File: config.mk
export PLATFORM = sky130hd
export DESIGN_NAME = hits_bcid_readout
export DESIGN_NICKNAME = d
export VERILOG_FILES = /design/src/rtl/hits_bcid_readout.sv
export SDC_FILE = /design/constraint.sdc
export NUM_CORES = 1
export LEC_CHECK = 0
export ABC_AREA = 1
export CAP_MARGIN = 10
export CORE_MARGIN = 1
export CORE_UTILIZATION = 55
export DETAILED_ROUTE_END_ITERATION = 8
export PLACE_DENSITY = 0.73
export SLEW_MARGIN = 10
export SYNTH_ARGS = -nofsm -noshare
export SYNTH_HDL_FRONTEND = slang
export SYNTH_SLANG_ARGS = --single-unit
File: constraint.sdc
create_clock -name clk -period 4.2 [get_ports clk]
set_input_delay 1.05 -clock clk [delete_from_list [all_inputs] [get_ports clk]]
set_output_delay 1.05 -clock clk [all_outputs]
set_load 0.01 [all_outputs]
File: src/rtl/hits_bcid_readout.sv
// Bunch-crossing readout: stamps each hit with BCID (and orbit when HITS_ORBIT_STAMP_EN
// is defined), buffers stamps in a show-ahead FIFO, and keeps per-orbit and overflow counts.
module hits_bcid_readout #(
    parameter int BUNCH_POS  = 3564,
    parameter int BCID_BITS  = 12,
    parameter int ORBIT_BITS = 16,
    parameter int FIFO_AW    = 4,
    parameter int CNT_BITS   = 16,
`ifdef HITS_ORBIT_STAMP_EN
    localparam int OUT_W     = ORBIT_BITS + BCID_BITS
`else
    localparam int OUT_W     = BCID_BITS
`endif
) (
    input  logic                clk,
    input  logic                rst,
    input  logic                hit_in,
    output logic [OUT_W-1:0]    out_data,
    output logic                out_valid,
    input  logic                out_ready,
    output logic [FIFO_AW:0]    fifo_level,
    output logic [CNT_BITS-1:0] overflow_cnt,
    output logic [CNT_BITS-1:0] orbit_hits,
    output logic                orbit_tick
);

    localparam logic [FIFO_AW:0]     DEPTH     = (FIFO_AW+1)'(2**FIFO_AW);
    localparam logic [FIFO_AW:0]     LVL_ONE   = (FIFO_AW+1)'(1);
    localparam logic [BCID_BITS-1:0] BCID_LAST = BCID_BITS'(BUNCH_POS - 1);

    logic [BCID_BITS-1:0] bcid;
    logic [OUT_W-1:0]     stamp;
    logic [OUT_W-1:0]     mem [2**FIFO_AW];
    logic [FIFO_AW-1:0]   wr_ptr;
    logic [FIFO_AW-1:0]   rd_ptr;
    logic [FIFO_AW:0]     level;
    logic [OUT_W-1:0]     head;
    logic [CNT_BITS-1:0]  acc;
    logic [CNT_BITS-1:0]  acc_next;
    logic [CNT_BITS-1:0]  ovf;
    logic [CNT_BITS-1:0]  hits_q;
    logic                 tick;
    logic                 full;
    logic                 pop;
    logic                 push;
    logic                 drop;
    logic                 last_bcid;

    // Full is judged before this cycle's pop; a simultaneous pop frees the slot.
    assign full      = (level == DEPTH);
    assign pop       = (level != '0) && out_ready;
    assign push      = hit_in && (!full || pop);
    assign drop      = hit_in && full && !pop;
    assign last_bcid = (bcid == BCID_LAST);
    assign acc_next  = (hit_in && (acc != '1)) ? acc + 1'b1 : acc;

`ifdef HITS_ORBIT_STAMP_EN
    logic [ORBIT_BITS-1:0] orbit;

    always_ff @(posedge clk) begin
        if (rst) begin
            orbit <= '0;
        end else if (last_bcid) begin
            orbit <= orbit + 1'b1;
        end
    end

    assign stamp = {orbit, bcid};
`else
    assign stamp = bcid;
`endif

    always_ff @(posedge clk) begin
        if (rst) begin
            bcid <= '0;
        end else if (last_bcid) begin
            bcid <= '0;
        end else begin
            bcid <= bcid + 1'b1;
        end
    end

    always_ff @(posedge clk) begin
        if (push) begin
            mem[wr_ptr] <= stamp;
        end
    end

    // The head word lives in its own register so out_data never reads an unwritten slot.
    always_ff @(posedge clk) begin
        if (rst) begin
            wr_ptr <= '0;
            rd_ptr <= '0;
            level  <= '0;
            head   <= '0;
        end else begin
            if (push) begin
                wr_ptr <= wr_ptr + 1'b1;
            end
            if (pop) begin
                rd_ptr <= rd_ptr + 1'b1;
            end
            case ({push, pop})
                2'b10:   level <= level + 1'b1;
                2'b01:   level <= level - 1'b1;
                default: level <= level;
            endcase
            if (pop && (level > LVL_ONE)) begin
                head <= mem[rd_ptr + 1'b1];
            end else if (push && ((level == '0) || pop)) begin
                head <= stamp;
            end
        end
    end

    always_ff @(posedge clk) begin
        if (rst) begin
            ovf    <= '0;
            acc    <= '0;
            hits_q <= '0;
            tick   <= 1'b0;
        end else begin
            if (drop && (ovf != '1)) begin
                ovf <= ovf + 1'b1;
            end
            tick <= last_bcid;
            if (last_bcid) begin
                hits_q <= acc_next;
                acc    <= '0;
            end else begin
                acc    <= acc_next;
            end
        end
    end

    assign out_data     = head;
    assign out_valid    = (level != '0);
    assign fifo_level   = level;
    assign overflow_cnt = ovf;
    assign orbit_hits   = hits_q;
    assign orbit_tick   = tick;

endmodule

==> results.py <==
metrics = {
    "power": {
        "leakagePower_nw": 5.74,
        "power_density_over_cell_area_nw_per_um2": 485,
        "power.ir.vdd_worst_uv": 324,
        "report.power.total_mw": 6.89,
    },
    "clocking": {
        "cts_htree_levels": 1,
        "cts_root_buffer": "clkbuf_16",
        "cts.sink_count": 278,
        "hold_fix_buffer_count_after_cts": 0,
        "cts-resized-gates": 0,
        "cts_setup_buffers": 0,
        "cts-root-to-sink-buffers": 3,
        "worstSkewPairLatency_ns": 0.54,
        "cts_inserted_buffers": 29,
        "clk_pin_slew_worst_paths_ns": 0.06,
        "tritoncts": "done",
    },
    "yosys": {
        "postSynthNetCount": 1393,
        "synth.lib_cells_used.distinct": 44,
        "synth.top_cell.area_share_pct": 46.0,
        "synth-edff-count": 192,
        "yosys_register_bits": 278,
        "synth_top_cells_by_area": "edfxtp_1 (46%), nand2_1 (14%), dfxtp_1 (14%)",
        "synth.largest_area_cell": "edfxtp_1",
        "netlist_area_um2": 12500,
        "synth_top_flop_cell": "edfxtp_1",
        "share_of_the_yosys_chip_area_belonging_to_registers_pct": 59.7,
        "avgSynthCellArea_um2": 9.11,
        "async_reset_ff_share_pct": 0,
        "synthesis.yosys.warnings": 0,
        "synthCells": 1377,
    },
    "timing": {
        "timing.setup.tns_ns": 0,
        "tightest_slew_ns": 0.952,
        "fin_skew_ns": 0.0107,
        "post-route-period-util_pct": 73.7,
        "final_max_slew_viol_count": 0,
        "slew_headroom_pct": 36.3,
        "final-setup-viol-count": 0,
        "grt_setup_unrepaired": "no",
        "final.min_clock_period_ns": 3.10,
        "final_hold_viol_count": 0,
        "timing.hold.ws_ns": 0.454,
        "max_clock_freq_mhz": 323,
    },
    "layout": {
        "mostFrequentLayoutCell": "nand2_1",
        "fin_area_um2": 14200,
        "antenna_cells": 0,
        "filler_cell_count": 1821,
        "finalCoreUtilization_pct": 64.3,
        "area.growth.synth_to_final_pct": 13.4,
        "layout_common_cells": "nand2_1 (467), edfxtp_1 (192), inv_1 (156)",
        "finalNetCount": 1448,
        "post_route_cells_drive_above_1_share_pct": 8.18,
    },
    "floorplan": {
        "die_width_um": 153,
        "core-area_um2": 22100,
        "die_y_um": 153,
        "rows": 54,
        "initial_core_util_pct": 56.8,
        "design.die.area_um2": 23400,
        "ioPinCount": 55,
    },
    "grt": {
        "global_route_wire_length_before_repair_um": 46600,
        "track_usage_pct": 25.5,
        "grt.overflow.total": 0,
        "maximum_number_of_pins_on_one_net_before_global_route_repair": 58,
        "grt_pass1_vias": 8855,
        "antenna_found_initial": 0,
    },
    "critical_path": {
        "critPathKind": "flop to primary output",
        "timing.critical_path.arrival_ns": 2.05,
        "crit_fanout": 6,
        "critical_path.startpoint_type": "flop",
        "critical_path.endpoint_type": "primary output",
        "critical_path_required_ns": 3.15,
    },
    "route": {
        "route.final.wire_length_um": 28900,
        "route.detailed.drc": 0,
        "ant_nets": 0,
        "drt_pass1_iterations": 5,
        "detail_route.wl_per_cell_um": 16.7,
        "drt-initial-drc-count": 751,
        "vias_per_cell": 5.30,
        "detailroute.via_count": 9187,
    },
    "place": {
        "last_weighted_congestion_value_of_the_routability_driven_placer": 0.897,
        "port_buffers": 54,
        "hpwl_um": 18200,
        "dpl-instance-area_um2": 13300,
    },
    "min_path": {
        "hold_path_class": "flop to flop",
    },
    "run_status": {
        "outcome": "finished, final reports clean",
    },
    "flow_run": {
        "drv.max_cap_violation_count": 0,
    },
}
-- cell type report --
type | count | area (um^2) | share of cell area, %
Sequential cell | 278 | 7490 | 52.7
Multi-Input combinational cell | 875 | 4120 | 29.0
Clock buffer | 40 | 808 | 5.69
Timing Repair Buffer | 80 | 736 | 5.18
Inverter | 168 | 636 | 4.47
Tap cell | 280 | 350 | 2.46
Clock inverter | 13 | 73.8 | 0.519
-- metal layers --
metal / global-route usage [%] / up-vias / part of all wire, %
met1: 33.2 / 4249 / 41
met5: 0 / - / 0
li1: - / 4566 / -
met3: 3.09 / 68 / 6.9
met2: 44.0 / 304 / 48
met4: 9.24 / 0 / 3.3
-- per-stage QoR --
stage          instances  worst slack (ns)
2_1_floorplan       1377              1.84
6_report            1734              1.10
3_5_place_dp        1681             0.989
4_1_cts             1734              1.09
3_3_place_gp        1681              1.02
5_1_grt             1734              1.01
-- cell usage after synthesis, types with 6 or more instances --
cell,number
xor2_1,23
nand2_1,467
o21ai_2,7
nand3_1,153
buf_2,26
clkbuf_1,17
nand4_1,7
ha_1,12
edfxtp_1,192
nand3_2,12
a21oi_1,44
nor2_1,66
inv_2,9
nor3_1,16
xnor2_1,6
o21ai_0,30
inv_1,156
dfxtp_1,86
-- flip-flops by register name, indices dropped and copies added, names as in the netlist --
| register | flops |
|---|---|
| acc | 16 |
| bcid | 12 |
| fifo_level | 5 |
| mem | 192 |
| orbit_hits | 16 |
| orbit_tick | 1 |
| out_data | 12 |
| overflow_cnt | 16 |
| rd_ptr | 4 |
| wr_ptr | 4 |
-- path summary, 6_finish.rpt --
check / depth (start not counted) / endpoint / slack (ns) / start
setup / recovery: 4 / out_valid / 1.10 / fifo_level[0]
hold / removal: 2 / orbit_hits[3] / 0.45 / orbit_hits[3]
setup reg to reg: 8 / out_data[5] / 1.45 / rd_ptr[0]
hold reg to reg: 2 / orbit_hits[3] / 0.45 / orbit_hits[3]
-- cell families (layout without fill, tap and decap cells) --
kind of cell / after synthesis / in the layout / share of synthesized area, %
AO/OA/AOI/OAI: 89 / 89 / 3.89
XOR/XNOR: 32 / 32 / 2.41
adder cells (fa/ha/maj): 12 / 12 / 1.20
buffers and inverters: 224 / 301 / 7.42
flip-flops: 278 / 278 / 59.7
AND/OR/NAND/NOR: 742 / 742 / 25.4
-- critical path, stage by stage (launching register included) --
cell             delay [ns]
dfxtp_1                0.43
inv_1                  0.13
ha_1                   0.27
nand3_4                0.12
clkdlybuf4s50_1        0.54
-- power breakdown --
group	switching (mW)	internal, mW
Sequential	0.0887	2.98
Combinational	0.998	0.455
Clock	1.02	1.34
No activity file was read; power rests on OpenSTA's default activity.
